==> config.mk <==
export PLATFORM = sky130hd
export DESIGN_NAME = fir_out_decim_flat
export DESIGN_NICKNAME = d
export VERILOG_FILES = /design/src/rtl/fir_out_decim_if.sv /design/src/rtl/fir_out_decim.sv /design/src/flat_wrapper.sv
export SDC_FILE = /design/constraint.sdc
export NUM_CORES = 1
export LEC_CHECK = 0
export BUFFER_PORTS_ARGS = -buffer_cell sky130_fd_sc_hd__buf_2
export CAP_MARGIN = 0
export CELL_PAD_IN_SITES_DETAIL_PLACEMENT = 0
export CELL_PAD_IN_SITES_GLOBAL_PLACEMENT = 2
export CORE_MARGIN = 5
export CORE_UTILIZATION = 36
export DETAILED_ROUTE_END_ITERATION = 16
export PLACE_DENSITY_LB_ADDON = 0.1
export SKIP_CTS_REPAIR_TIMING = 1
export SYNTH_ARGS = -nofsm -noshare
export SYNTH_HDL_FRONTEND = slang
export SYNTH_SLANG_ARGS = --single-unit
export TNS_END_PERCENT = 30
==> constraint.sdc <==
create_clock -name clk -period 3.7 [get_ports clk]
set_clock_uncertainty 0.1 [all_clocks]
set_input_delay 0.74 -clock clk [delete_from_list [all_inputs] [get_ports clk]]
set_output_delay 0.74 -clock clk [all_outputs]
set_load 0.01 [all_outputs]
==> src/rtl/fir_out_decim_if.sv <==
// fir_out_decim_if
// Result stream leaving the decimating output stage toward the next block.
//   out_data  : FIFO head, forced to 0 while out_valid is low
//   out_valid : FIFO holds at least one result
//   out_ready : consumer takes the head this cycle
// Modports:
//   master : producer side (the decimator)
//   slave  : consumer side (downstream stage or bench)
interface fir_out_decim_if #(
    parameter int OUT_W = 8
);
    logic [OUT_W-1:0] out_data;
    logic             out_valid;
    logic             out_ready;

    modport master (
        output out_data,
        output out_valid,
        input  out_ready
    );

    modport slave (
        input  out_data,
        input  out_valid,
        output out_ready
    );
endinterface

==> src/rtl/fir_out_decim.sv <==
// fir_out_decim
// Output stage behind the FIR filter: sums each block of `dec` unsigned
// samples, shifts the sum right by SHIFT, saturates to OUT_W bits and queues
// the result in a DEPTH-entry circular FIFO read through a valid/ready stream.
// A result arriving while the FIFO is full and nothing is being popped is
// dropped and latches the sticky `overflow` flag until reset.
//
// Optional build macro: FIR_DECIM_ROUND_EN
//   defined   : round half-up before the shift (no effect when SHIFT is 0)
//   undefined : plain truncation
//
// Ports:
//   clk      : single rising-edge clock
//   rst      : synchronous active-high reset
//   y_in     : filter output sample (IN_W bits, unsigned)
//   y_valid  : y_in valid this cycle, no backpressure toward the filter
//   dec      : decimation factor 1..15, 0 behaves as 1
//   stream   : result stream (out_data / out_valid / out_ready)
//   level    : FIFO occupancy
//   overflow : sticky drop indicator
module fir_out_decim #(
    parameter int IN_W  = 11,
    parameter int OUT_W = 8,
    parameter int SHIFT = 2,
    parameter int DEPTH = 4
) (
    input  logic                     clk,
    input  logic                     rst,
    input  logic [IN_W-1:0]          y_in,
    input  logic                     y_valid,
    input  logic [3:0]               dec,
    fir_out_decim_if.master          stream,
    output logic [$clog2(DEPTH):0]   level,
    output logic                     overflow
);
    localparam int PW    = $clog2(DEPTH);
    localparam int ACC_W = IN_W + 5;
    localparam logic [ACC_W-1:0] SAT_MAX = ACC_W'((64'd1 << OUT_W) - 64'd1);
`ifdef FIR_DECIM_ROUND_EN
    localparam int RND_POS = (SHIFT > 0) ? SHIFT - 1 : 0;
    localparam logic [ACC_W-1:0] RND = (SHIFT > 0) ? (ACC_W'(1) << RND_POS) : '0;
`endif

    logic [3:0]       ph;
    logic [3:0]       dec_l;
    logic [ACC_W-1:0] acc;
    logic [OUT_W-1:0] mem [DEPTH];
    logic [PW-1:0]    wr_ptr;
    logic [PW-1:0]    rd_ptr;

    logic [3:0]       dec_eff;
    logic [3:0]       blk_dec;
    logic             last;
    logic [ACC_W-1:0] sum;
    logic [ACC_W-1:0] rsum;
    logic [ACC_W-1:0] shifted;
    logic [OUT_W-1:0] result;
    logic             valid;
    logic             full;
    logic             pop;
    logic             write_en;

    // The factor of the current block comes straight from `dec` on the
    // block's first sample and from the latched copy afterwards, so a
    // mid-block change of `dec` only takes effect on the next block.
    always_comb begin
        dec_eff = (dec == 4'd0) ? 4'd1 : dec;
        blk_dec = (ph == 4'd0) ? dec_eff : dec_l;
        last    = y_valid && (ph == blk_dec - 4'd1);
        sum     = acc + ACC_W'(y_in);
`ifdef FIR_DECIM_ROUND_EN
        rsum    = sum + RND;
`else
        rsum    = sum;
`endif
        shifted = rsum >> SHIFT;
        result  = (shifted > SAT_MAX) ? {OUT_W{1'b1}} : shifted[OUT_W-1:0];
    end

    // A push into a full FIFO is still accepted when the head leaves on the
    // same edge; out_ready is meaningless while the FIFO is empty.
    assign valid           = (level != '0);
    assign full            = (level == (PW+1)'(DEPTH));
    assign pop             = valid && stream.out_ready;
    assign write_en        = last && (!full || pop);
    assign stream.out_valid = valid;
    assign stream.out_data  = valid ? mem[rd_ptr] : '0;

    // Block accumulator and phase counter; the completing sample clears both.
    always_ff @(posedge clk) begin
        if (rst) begin
            acc   <= '0;
            ph    <= 4'd0;
            dec_l <= 4'd1;
        end else if (y_valid) begin
            if (ph == 4'd0) begin
                dec_l <= dec_eff;
            end
            if (last) begin
                acc <= '0;
                ph  <= 4'd0;
            end else begin
                acc <= sum;
                ph  <= ph + 4'd1;
            end
        end
    end

    // FIFO pointers wrap naturally at DEPTH since DEPTH is a power of two.
    always_ff @(posedge clk) begin
        if (rst) begin
            wr_ptr   <= '0;
            rd_ptr   <= '0;
            level    <= '0;
            overflow <= 1'b0;
        end else begin
            if (write_en) begin
                wr_ptr <= wr_ptr + PW'(1);
            end
            if (pop) begin
                rd_ptr <= rd_ptr + PW'(1);
            end
            if (write_en && !pop) begin
                level <= level + (PW+1)'(1);
            end else if (!write_en && pop) begin
                level <= level - (PW+1)'(1);
            end
            if (last && full && !pop) begin
                overflow <= 1'b1;
            end
        end
    end

    // Storage needs no reset: entries are only visible between the pointers.
    always_ff @(posedge clk) begin
        if (write_en && !rst) begin
            mem[wr_ptr] <= result;
        end
    end
endmodule

==> src/flat_wrapper.sv <==
// flat-port wrapper written by rule: the top's interface ports become plain ports
module fir_out_decim_flat 
#(
    parameter int IN_W  = 11,
    parameter int OUT_W = 8,
    parameter int SHIFT = 2,
    parameter int DEPTH = 4
)
  (clk, rst, y_in, y_valid, dec, level, overflow, stream_out_data, stream_out_valid, stream_out_ready);
  fir_out_decim_if #(.OUT_W(OUT_W)) stream_i ();
  input  logic clk;
  input  logic rst;
  input  logic [IN_W-1:0] y_in;
  input  logic y_valid;
  input  logic [3:0] dec;
  output logic [$clog2(DEPTH):0] level;
  output logic overflow;
  output wire logic [$bits(stream_i.out_data)-1:0] stream_out_data;
  output wire logic [$bits(stream_i.out_valid)-1:0] stream_out_valid;
  input wire logic [$bits(stream_i.out_ready)-1:0] stream_out_ready;
  assign stream_out_data = stream_i.out_data;
  assign stream_out_valid = stream_i.out_valid;
  assign stream_i.out_ready = stream_out_ready;
  fir_out_decim #(.IN_W(IN_W), .OUT_W(OUT_W), .SHIFT(SHIFT), .DEPTH(DEPTH)) u_core (.clk(clk), .rst(rst), .y_in(y_in), .y_valid(y_valid), .dec(dec), .stream(stream_i), .level(level), .overflow(overflow));
endmodule
==> results of run 1 <==
## power by group through the flow
stage,clock network [mW],registers (mW),logic [mW]
global route,0.687,0.947,0.899
floorplan,0,0.919,0.582
finish,0.623,0.932,0.808
detailed placement,0,0.951,0.794
CTS,0.650,0.935,0.797
global placement,0,0.952,0.790
## cell families (layout without fill, tap and decap cells)
logic type	count (synthesis)	in the layout	synth area share, %
mux	13	13	6.38
fa+ha+maj	21	21	7.70
buf+inv	27	84	3.26
flops	66	66	45.5
xor+xnor	19	19	4.61
simple gates	117	117	16.9
compound gates	68	68	15.6
## registers in the layout, summed over array words and instances (netlist names), named ones only
name             count
u_core.acc          16
u_core.dec_l         4
u_core.level         3
u_core.mem          32
u_core.overflow      1
u_core.ph            4
u_core.rd_ptr        2
u_core.wr_ptr        2
## cell usage in the layout (no fill, tap or decap), types with 2 or more instances in the layout
cell type  netlist  layout
dfxtp_1         34      32
edfxtp_1        32      32
buf_2            1      31
nand2_1         29      29
buf_4            0      24
nor2_1          19      18
nand3_1         16      16
ha_1            19      16
a21oi_1         13      13
nor3_1          12      12
xor2_1          11      10
o21ai_0         10      10
inv_1           11       9
clkbuf_8         0       9
xnor2_1          8       8
mux4_2           8       8
and2_1           8       8
o211ai_1         7       7
and3_1           7       6
a211oi_1         6       5
o32ai_1          5       5
nand2b_1         4       4
mux2i_1          5       4
nor2b_1          4       4
or3_1            3       3
nor3b_1          3       3
nor2_2           1       2
o21bai_1         2       2
inv_2            0       2
o21a_1           2       2
o31a_1           2       2
a21o_1           2       2
or3b_1           2       2
a2111oi_4        2       2
nand4_1          2       2
ha_4             0       2
inv_6            0       2
clkinv_4         0       2
dfxtp_2          0       2
## stage by stage
stage	instance area, um2	TNS (ns)	setup slack, ns	instances
after detailed placement	4040	-0.0614	-0.0614	502
final	4310	0	0.216	521
after CTS	4240	0	0.102	518
after floorplan	3620	0	0.00323	331
after global placement	4040	-0.0173	-0.0173	502
after global routing	4310	-0.0280	-0.0280	521
## worst max-delay path, cell delays in order (launching register included)
cell,delay (ns)
dfxtp_2,0.33
inv_2,0.07
ha_4,0.12
nor3b_4,0.30
mux2i_2,0.34
ha_4,0.25
xor2_2,0.15
and3_1,0.17
and3_4,0.18
o21bai_1,0.07
nor2_1,0.14
ha_2,0.20
inv_1,0.05
fa_2,0.35
xor2_1,0.17
or3_1,0.30
a21oi_1,0.11
## layer usage
metal | track usage [%] | part of all wire, % | up-vias
li1 | - | - | 1335
met1 | 18.7 | 47 | 1209
met2 | 23.7 | 49 | 42
met3 | 3.20 | 3.0 | 6
met4 | 4.57 | 0.94 | 0
met5 | 0 | 0 | -
## worst max path at each step
stage | end | slack, ns | cells after the start | from
2_1_floorplan | u_core.level[2]$_SDFFE_PP0P_ | 0.003 | 17 | u_core.ph[0]$_SDFFE_PP0P_
3_3_place_gp | u_core.level[2]$_SDFFE_PP0P_ | -0.02 | 16 | dec[1]
3_5_place_dp | u_core.level[2]$_SDFFE_PP0P_ | -0.06 | 16 | dec[1]
4_1_cts | u_core.level[2]$_SDFFE_PP0P_ | 0.10 | 17 | u_core.ph[0]$_SDFFE_PP0P_
5_1_grt | u_core.level[2]$_SDFFE_PP0P_ | -0.03 | 16 | u_core.ph[1]$_SDFFE_PP0P_
6_report | u_core.level[2]$_SDFFE_PP0P_ | 0.22 | 16 | u_core.ph[0]$_SDFFE_PP0P_
## cell type report
class | count | area share, %
multi-input combinational | 238 | 44.2
sequential | 66 | 38.2
timing repair buffer | 56 | 8.05
tap | 133 | 3.86
clock buffer | 9 | 2.88
clock inverter | 7 | 1.80
inverter | 12 | 1.05
==> metrics.md, run 1 <==
| Metric | Value |
|---|---|
| Total grt overflow | 0 |
| Net Sw Frac | between 30% and 40% |
| Final Hold Viols | 0 |
| Slew @ Worst Pin | between 0.5 and 0.6 ns |
| Area contributors post-synth | edfxtp_1 27%, dfxtp_1 19%, ha_1 6.6% |
| DRC | 0 |
| Top FF cell, synth | dfxtp_1 |
| NetSw | a little over 0.8 mW |
| R2R setup slack | 0.22 ns |
| Clk buf depth | 2 |
| DRT Pass-1 Iters | 4 |
| Min-Delay Endpoint | u_core.acc[10]$_SDFFE_PP0P_ |
| Die Span X | between 100 and 150 um |
| Largest net degree at the start of global routing | 33 |
| Count leader, synth | dfxtp_1 |
| Req. time, crit path | a little under 4 ns |
| Rel. slew slack | about three fifths |
| VDD IR max | 202 uV |
| Synthesis warning total | 0 |
| Drt via density | 4.98 |
| RR Endpoint | u_core.level[2]$_SDFFE_PP0P_ |
| Worst reg2reg startpoint | u_core.ph[0]$_SDFFE_PP0P_ |
| Num ports | 32 |
| Yosys cell types | 61 |
| Post-layout min period | around 3.5 ns |
| Syn_area_per_cell | about 11 um2 |
| Worst hold path depth | 2 |
| Final Net Count | between 400 and 500 |
| Clk pwr share | 26.4% |
| Share of the cycle needed by the critical path after routing | between 90% and 100% |
| Finished Core Util | approximately 44% |
| Top post-synthesis cells by count | 34 x dfxtp_1, 32 x edfxtp_1, 29 x nand2_1 |
| Fillers | approximately 970 |
| Sink Count | between 60 and 70 |
| Fraction of layout cells with a size suffix above 1 | between 20% and 30% |
| GP Congestion | a little under 0.8 |
| Clock H-tree levels | 3 |
| Max-Cap Viols | 0 |
| Final WL | 8050 um |
| Max Clk Rate | approximately 290 MHz |
| DRT iter0 DRCs | 90 |
| WP data arrival | around 3.7 ns |
| Root buf cell | clkbuf_8 |
| Reg clk slew, reported paths | approximately 0.08 ns |
| PD cells | between 500 and 600 nW/um2 |
| Initial Utilization | 36.9% |
| Seq pwr share | 39.4% |
| Sequential cell area | between 1500 and 2000 um2 |
| Ys async rst share | 0% |
| Number of global-route vias before repair | around 2,600 |
| EDFF count, synth | 32 |
| HPWL after DPL | between 5000 and 6000 um |
| Critical Path Start Type | flip-flop |
| Outcome | completed |
| Global-route wire length before repair | 13,200 um |
| Register area share after synthesis | between 40% and 50% |
| Total chip power | 2.36 mW |
| Final setup violation count | 0 |
| DIE HEIGHT | roughly 110 um |
| Pleak | ~1.6 nW |
| Area Overhead vs Synth | 19.3% |
| Comb pwr share | roughly 34% |
| Num CTS Buffers | 9 |
| Worst Hold Class | flip-flop to flip-flop |
| Max-slew violations | 0 |
| IO buf count | 31 |
| Post-synth top area share | roughly a quarter |
| Routed via count | approximately 2,600 |
| Flops & latches, synth | 66 |
| Footprint of the multi-input gates | ~1900 um2 |
| Core region area | 9770 um2 |
| Min-delay src | u_core.acc[10]$_SDFFE_PP0P_ |
| Mapped Nets | about 370 |
| Clk_lat worst skew | around 0.34 ns |
| Site Rows | 36 |
| Worst-path maximum fanout | 4 |
| Post-route ant nets | 0 |
| GRT Total Usage | around 14% |
| CTS tree | yes |
| Wire per inst | 15.5 um |
| Worst setup EP type | flip-flop |
| WHS | 0.375 ns |
| Yosys top cell by area | edfxtp_1 |
| Kind of critical path | flip-flop to flip-flop |
| ANT cells | 0 |
| Mapped Area | around 3600 um2 |
| DIE AREA | between 10,000 and 15,000 um2 |
| R2R cell count | 16 |
| Int Pwr | between 1.5 and 2 mW |
| Initial antenna violation count | 0 |
| Number of cells produced by synthesis | approximately 330 |
(Power assumes the default switching activity.)
==> inputs of run 2 (changes only) <==
--- a/config.mk
+++ b/config.mk
@@ -5,7 +5,7 @@
 export SDC_FILE = /design/constraint.sdc
 export NUM_CORES = 1
 export LEC_CHECK = 0
-export BUFFER_PORTS_ARGS = -buffer_cell sky130_fd_sc_hd__buf_2
+export BUFFER_PORTS_ARGS = -buffer_cell sky130_fd_sc_hd__buf_4
 export CAP_MARGIN = 0
 export CELL_PAD_IN_SITES_DETAIL_PLACEMENT = 0
 export CELL_PAD_IN_SITES_GLOBAL_PLACEMENT = 2
==> run 2 against run 1 <==
  * Clock-buffer cell count increased by 1
  * Non-clock buffer count is 3 lower
  * Die area is the same
  * First-iteration DRC count stayed put
  * Maximum frequency grew 0.30%
  * Setup slack improved by 0.010 ns
  * Sequential power about the same
  * Clock power shrank 2%
  * Worst hold slack hardly changed
  * Largest power group unchanged
==> metrics.md, run 2 (synthesized netlist as in run 1, its figures left out) <==
| Metric | Value |
|---|---|
| Site Rows | 36 (unchanged) |
| Int Pwr | 1.58 mW (was 1.55 mW) |
| Reg with most FFs | u_core.mem (unchanged) |
| Global-route wire length before repair | 13,400 um (was 13,200 um) |
| Max-slew violations | 0 (unchanged) |
| RSZ-0062 raised after global routing | false |
| Clock H-tree levels | 3 (unchanged) |
| Comb pwr share | 35.3% (was 34.2%) |
| Final setup violation count | 0 (unchanged) |
| Max-Cap Viols | 0 (unchanged) |
| Area Overhead vs Synth | 20.7% (was 19.3%) |
| Reg clk slew, reported paths | 0.08 ns (about the same) |
| Total chip power | 2.39 mW (was 2.36 mW) |
| Initial Utilization | 36.9% (unchanged) |
| CTS tree | yes (unchanged) |
| Clk_lat worst skew | 0.34 ns (about the same) |
| Max Clk Rate | 288 MHz (was 287 MHz) |
| Worst-path maximum fanout | 5 (was 4) |
| ANT cells | 0 (unchanged) |
| Clk buf depth | 2 (unchanged) |
| Routed via count | 2,642 (was 2,592) |
| Max reg flops | 32 (unchanged) |
| Die Span X | 110 um (unchanged) |
| GRT Total Usage | 14.6% (was 14.3%) |
| Outcome | completed (unchanged) |
| Sink Count | 66 (unchanged) |
| Rel. slew slack | 31.0% (was 61.9%) |
| Finished Layout Cells | 518 (was 521) |
| Top flop regs | u_core.mem (32), u_core.acc (16) (unchanged) |
| Fraction of layout cells with a size suffix above 1 | 26.0% (was 27.3%) |
| DRT Pass-1 Iters | 4 (unchanged) |
| IO buf count | 31 (unchanged) |
| Pleak | 1.63 nW (about the same) |
| NetSw | 0.801 mW (was 0.808 mW) |
| Slew @ Worst Pin | 1.03 ns (was 0.568 ns) |
| Number of global-route vias before repair | 2,648 (was 2,600) |
| Leading cell type in the layout, fill and taps excluded | buf_4 |
| DRT iter0 DRCs | 90 (unchanged) |
| Total grt overflow | 0 (unchanged) |
| Placed Cells | 500 (was 502) |
| Final WS setup | 0.227 ns (was 0.216 ns) |
| Seq pwr share | 39.2% (was 39.4%) |
| Post-layout min period | 3.47 ns (was 3.48 ns) |
| Drt via density | 5.10 (was 4.98) |
| DIE HEIGHT | 110 um (unchanged) |
| Share of the cycle needed by the critical path after routing | 93.9% (was 94.2%) |
| Final WL | 8150 um (was 8050 um) |
| Final Net Count | 420 (was 423) |
| Critical Path Start Type | flip-flop (unchanged) |
| Pre-CTS WS | -0.0915 ns (was -0.0614 ns) |
| Clk pwr share | 25.6% (was 26.4%) |
| Num ports | 32 (unchanged) |
| HPWL after DPL | 5930 um (was 5750 um) |
| VDD IR max | 237 uV (was 202 uV) |
| WP data arrival | 3.64 ns (was 3.65 ns) |
| Fillers | 958 (was 971) |
| Req. time, crit path | 3.87 ns (was 3.86 ns) |
| Num CTS Buffers | 9 (unchanged) |
| Final Hold Viols | 0 (unchanged) |
| Worst setup EP type | flip-flop (unchanged) |
| Wire per inst | 15.7 um (was 15.5 um) |
| DIE AREA | 12,100 um2 (unchanged) |
| Net Sw Frac | 33.6% (was 34.2%) |
| PD cells | 548 nW/um2 (was 549 nW/um2) |
| Post-route ant nets | 0 (unchanged) |
| Finished Core Util | 44.6% (was 44.1%) |
| Most frequent cells in the layout | 51 x buf_4, 32 x dfxtp_1, 32 x edfxtp_1 (was 32 x dfxtp_1, 32 x edfxtp_1, 31 x buf_2) |
| Initial antenna violation count | 0 (unchanged) |
| Largest net degree at the start of global routing | 34 (was 33) |
| Root buf cell | clkbuf_8 (unchanged) |
| Core region area | 9770 um2 (unchanged) |
| GP Congestion | 0.817 (was 0.775) |
| Worst Hold Class | flip-flop to flip-flop (unchanged) |
| Kind of critical path | flip-flop to flip-flop (unchanged) |
| DRC | 0 (unchanged) |
run 2: cell count changes in the layout (fill, tap and decap cells not counted), moves of 2 or more:
cell,previous run,this run
buf_12,0,2
buf_2,31,0
buf_4,24,51
inv_6,2,0
run 2: worst paths after layout:
kind | start | end | slack, ns | cells past startpoint
hold / removal | u_core.acc[10]$_SDFFE_PP0P_ | u_core.acc[10]$_SDFFE_PP0P_ | 0.38 | 2
setup reg to reg | u_core.ph[1]$_SDFFE_PP0P_ | u_core.level[2]$_SDFFE_PP0P_ | 0.23 | 17
hold reg to reg | u_core.acc[10]$_SDFFE_PP0P_ | u_core.acc[10]$_SDFFE_PP0P_ | 0.38 | 2
setup / recovery | u_core.ph[1]$_SDFFE_PP0P_ | u_core.level[2]$_SDFFE_PP0P_ | 0.23 | 17
run 2: power by group through the flow:
stage / combinational [mW] / sequential [mW] / clock [mW]
after CTS: 0.844 / 0.938 / 0.634
final: 0.841 / 0.934 / 0.610
after detailed placement: 0.841 / 0.954 / 0
after global routing: 0.929 / 0.950 / 0.665
after floorplan: 0.582 / 0.919 / 0
after global placement: 0.832 / 0.955 / 0
run 2: final cells by class:
cell class              count  area [um2]  share of cell area, %
clock buffers              10         128                   2.93
clock inverters             6        67.6                   1.55
inverters                  12        45.0                   1.03
multi-input cells         238        1880                   43.2
flip-flops and latches     66        1640                   37.7
well taps                 133         166                   3.82
repair buffers             53         423                   9.71
run 2: worst max-delay path, stage by stage, from the launching register on:
cell      delay (ns)
dfxtp_2         0.33
inv_2           0.06
ha_4            0.15
nor3b_4         0.28
nor2_2          0.09
a21o_2          0.20
ha_1            0.30
xor2_1          0.18
and3_1          0.17
and3_4          0.19
o21bai_2        0.06
nor2_1          0.14
ha_2            0.20
inv_1           0.05
fa_2            0.33
xor2_1          0.17
or3_1           0.30
a21oi_1         0.11
run 2: layer usage:
layer	up-vias	global-route usage, %	share of wire [%]
met4	0	4.93	1.1
met2	35	23.9	48
met1	1272	19.5	48
li1	1327	-	-
met5	-	0	0
met3	8	2.62	2.7
run 2: through the flow:
step	setup TNS [ns]	area [um2]	hold slack [ns]
floorplan	0	3620	0.345
global placement	-0.0257	4120	0.361
detailed placement	-0.0915	4120	0.370
CTS	-0.00189	4320	0.380
global route	0	4360	0.410
finish	0	4360	0.375
==> inputs of run 3 (changes only) <==
--- a/config.mk
+++ b/config.mk
@@ -10,7 +10,7 @@
 export CELL_PAD_IN_SITES_DETAIL_PLACEMENT = 0
 export CELL_PAD_IN_SITES_GLOBAL_PLACEMENT = 2
 export CORE_MARGIN = 5
-export CORE_UTILIZATION = 36
+export CORE_UTILIZATION = 35
 export DETAILED_ROUTE_END_ITERATION = 16
 export PLACE_DENSITY_LB_ADDON = 0.1
 export SKIP_CTS_REPAIR_TIMING = 1
==> constraint.sdc (replaced) <==
create_clock -name clk -period 3.7 [get_ports clk]
set_clock_uncertainty 0.1 [all_clocks]
set_input_delay 0.74 -clock clk [delete_from_list [all_inputs] [get_ports clk]]
set_output_delay 0.74 -clock clk [all_outputs]
set_load 0.05 [all_outputs]
==> run 3 against run 2 <==
  * Non-clock buffer count is 5 higher
  * Global-route usage fell by 0.82 points
  * Routed wire length is 1.0% higher
  * Clock-buffer cell count shrank 1
  * Sequential share of layout area decreased by 0.49 points
  * Final cell count up 1.5%
  * Die area up 2.6%
  * Setup slack better by 0.00057 ns
  * Combinational power is 31% higher
  * Design area is 1.3% higher
  * Worst hold slack lost 0.00095 ns
  * Flip-flop and latch count unchanged
  * Critical endpoint unchanged
  * Largest cell class unchanged
  * Largest power group is now combinational logic
==> metrics.md, run 3 (synthesized netlist as in run 1, its figures left out) <==
| Metric | Value |
|---|---|
| Outcome | completed (unchanged) |
| Kind of critical path | flip-flop to flip-flop (unchanged) |
| Clk_lat worst skew | 0.34 ns (about the same) |
| DRT Pass-1 Iters | 4 (unchanged) |
| Reg clk slew, reported paths | 0.08 ns (about the same) |
| CTS tree | yes (unchanged) |
| Num CTS Buffers | 9 (unchanged) |
| Post-layout min period | 3.47 ns (about the same) |
| HPWL after DPL | 6040 um (was 5930 um) |
| Final Net Count | 425 (was 420) |
| Final WS setup | 0.227 ns (about the same) |
| IO buf count | 31 (unchanged) |
| Max-Cap Viols | 0 (unchanged) |
| Max-slew violations | 0 (unchanged) |
| Leading cell type in the layout, fill and taps excluded | buf_4 (unchanged) |
| DRT iter0 DRCs | 102 (was 90) |
| PD cells | 615 nW/um2 (was 548 nW/um2) |
| Req. time, crit path | 3.87 ns (about the same) |
| Max Clk Rate | 288 MHz (about the same) |
| Fraction of layout cells with a size suffix above 1 | 26.9% (was 26.0%) |
| DIE AREA | 12,400 um2 (was 12,100 um2) |
| Site Rows | 37 (was 36) |
| DP Area | 4150 um2 (was 4120 um2) |
| Post-route ant nets | 0 (unchanged) |
| Initial antenna violation count | 0 (unchanged) |
| Final WL | 8230 um (was 8150 um) |
| Area Overhead vs Synth | 22.3% (was 20.7%) |
| Routed via count | 2,650 (was 2,642) |
| Total chip power | 2.72 mW (was 2.39 mW) |
| Clk buf depth | 2 (unchanged) |
| Drt via density | 5.04 (was 5.10) |
| Root buf cell | clkbuf_8 (unchanged) |
| Worst-path maximum fanout | 4 (was 5) |
| Worst setup EP type | flip-flop (unchanged) |
| DIE HEIGHT | 112 um (was 110 um) |
| Total grt overflow | 0 (unchanged) |
| RSZ-0062 raised after global routing | false (unchanged) |
| VDD IR max | 334 uV (was 237 uV) |
| Die Span X | 112 um (was 110 um) |
| Slew @ Worst Pin | 0.581 ns (was 1.03 ns) |
| Top flop regs | u_core.mem (32), u_core.acc (16) (unchanged) |
| Final setup violation count | 0 (unchanged) |
| Pre-CTS WS | -0.0695 ns (was -0.0915 ns) |
| Most frequent cells in the layout | 57 x buf_4, 32 x dfxtp_1, 32 x edfxtp_1 (was 51 x buf_4, 32 x dfxtp_1, 32 x edfxtp_1) |
| Worst Hold Class | flip-flop to flip-flop (unchanged) |
| GRT Total Usage | 13.8% (was 14.6%) |
| Sink Count | 66 (unchanged) |
| Rel. slew slack | 61.0% (was 31.0%) |
| ANT cells | 0 (unchanged) |
| Largest net degree at the start of global routing | 34 (unchanged) |
| Global-route wire length before repair | 13,600 um (was 13,400 um) |
| Share of the cycle needed by the critical path after routing | 93.9% (about the same) |
| Clock H-tree levels | 3 (unchanged) |
| Final Hold Viols | 0 (unchanged) |
| Num ports | 32 (unchanged) |
| Post-route cell area | 4410 um2 (was 4360 um2) |
| Wire per inst | 15.6 um (was 15.7 um) |
| WP data arrival | 3.64 ns (about the same) |
| GP Congestion | 0.770 (was 0.817) |
| Core region area | 10,200 um2 (was 9770 um2) |
| Reg with most FFs | u_core.mem (unchanged) |
| Final TNS setup | 0 ns (unchanged) |
| Fillers | 1,013 (was 958) |
| Critical Path Start Type | flip-flop (unchanged) |
| Finished Core Util | 43.3% (was 44.6%) |
| Max reg flops | 32 (unchanged) |
| Number of global-route vias before repair | 2,602 (was 2,648) |
| Initial Utilization | 35.4% (was 36.9%) |
| Pleak | 1.66 nW (was 1.63 nW) |
| DRC | 0 (unchanged) |
run 3: cell type report:
type / instances / area (um2) / share of cell area, %
multi-input cells: 238 / 1890 / 42.8
flip-flops and latches: 66 / 1640 / 37.2
repair buffers: 58 / 448 / 10.1
well taps: 136 / 170 / 3.85
clock buffers: 9 / 124 / 2.81
clock inverters: 7 / 92.6 / 2.10
inverters: 12 / 45.0 / 1.02
run 3: power by group:
group / internal, mW / leakage (nW) / switching, mW / total, mW
registers: 0.861 / 0.561 / 0.0744 / 0.935
logic: 0.425 / 0.998 / 0.675 / 1.10
clock network: 0.378 / 0.103 / 0.302 / 0.680
total: 1.66 / 1.66 / 1.05 / 2.72
run 3: worst max-delay path, stage by stage, from the launching register on:
cell,delay [ns]
dfxtp_2,0.33
inv_2,0.06
ha_4,0.13
nor3b_4,0.31
mux2i_2,0.34
ha_4,0.25
xor2_1,0.16
and3_1,0.17
and3_1,0.16
o21bai_1,0.08
nor2_1,0.15
ha_2,0.20
inv_1,0.05
fa_2,0.33
xor2_1,0.17
or3_1,0.30
a21oi_1,0.12
run 3: worst paths after layout:
path | endpoint | cells after the start | slack, ns | startpoint
worst max-delay path | u_core.level[2]$_SDFFE_PP0P_ | 16 | 0.23 | u_core.ph[0]$_SDFFE_PP0P_
worst min register to register | u_core.acc[10]$_SDFFE_PP0P_ | 2 | 0.37 | u_core.acc[10]$_SDFFE_PP0P_
worst min-delay path | u_core.acc[10]$_SDFFE_PP0P_ | 2 | 0.37 | u_core.acc[10]$_SDFFE_PP0P_
worst max register to register | u_core.level[2]$_SDFFE_PP0P_ | 16 | 0.23 | u_core.ph[0]$_SDFFE_PP0P_
run 3: metrics by stage:
step / hold slack (ns) / instances
floorplan: 0.345 / 331
global placement: 0.362 / 507
detailed placement: 0.367 / 507
CTS: 0.381 / 523
global route: 0.414 / 526
finish: 0.374 / 526
run 3: metal layers:
| metal | vias to the layer above | part of all wire [%] | GRT usage, % |
|---|---|---|---|
| met2 | 36 | 47 | 21.8 |
| met5 | - | 0 | 0 |
| li1 | 1338 | - | - |
| met1 | 1269 | 49 | 18.7 |
| met4 | 0 | 0.87 | 4.30 |
| met3 | 7 | 3.0 | 3.32 |
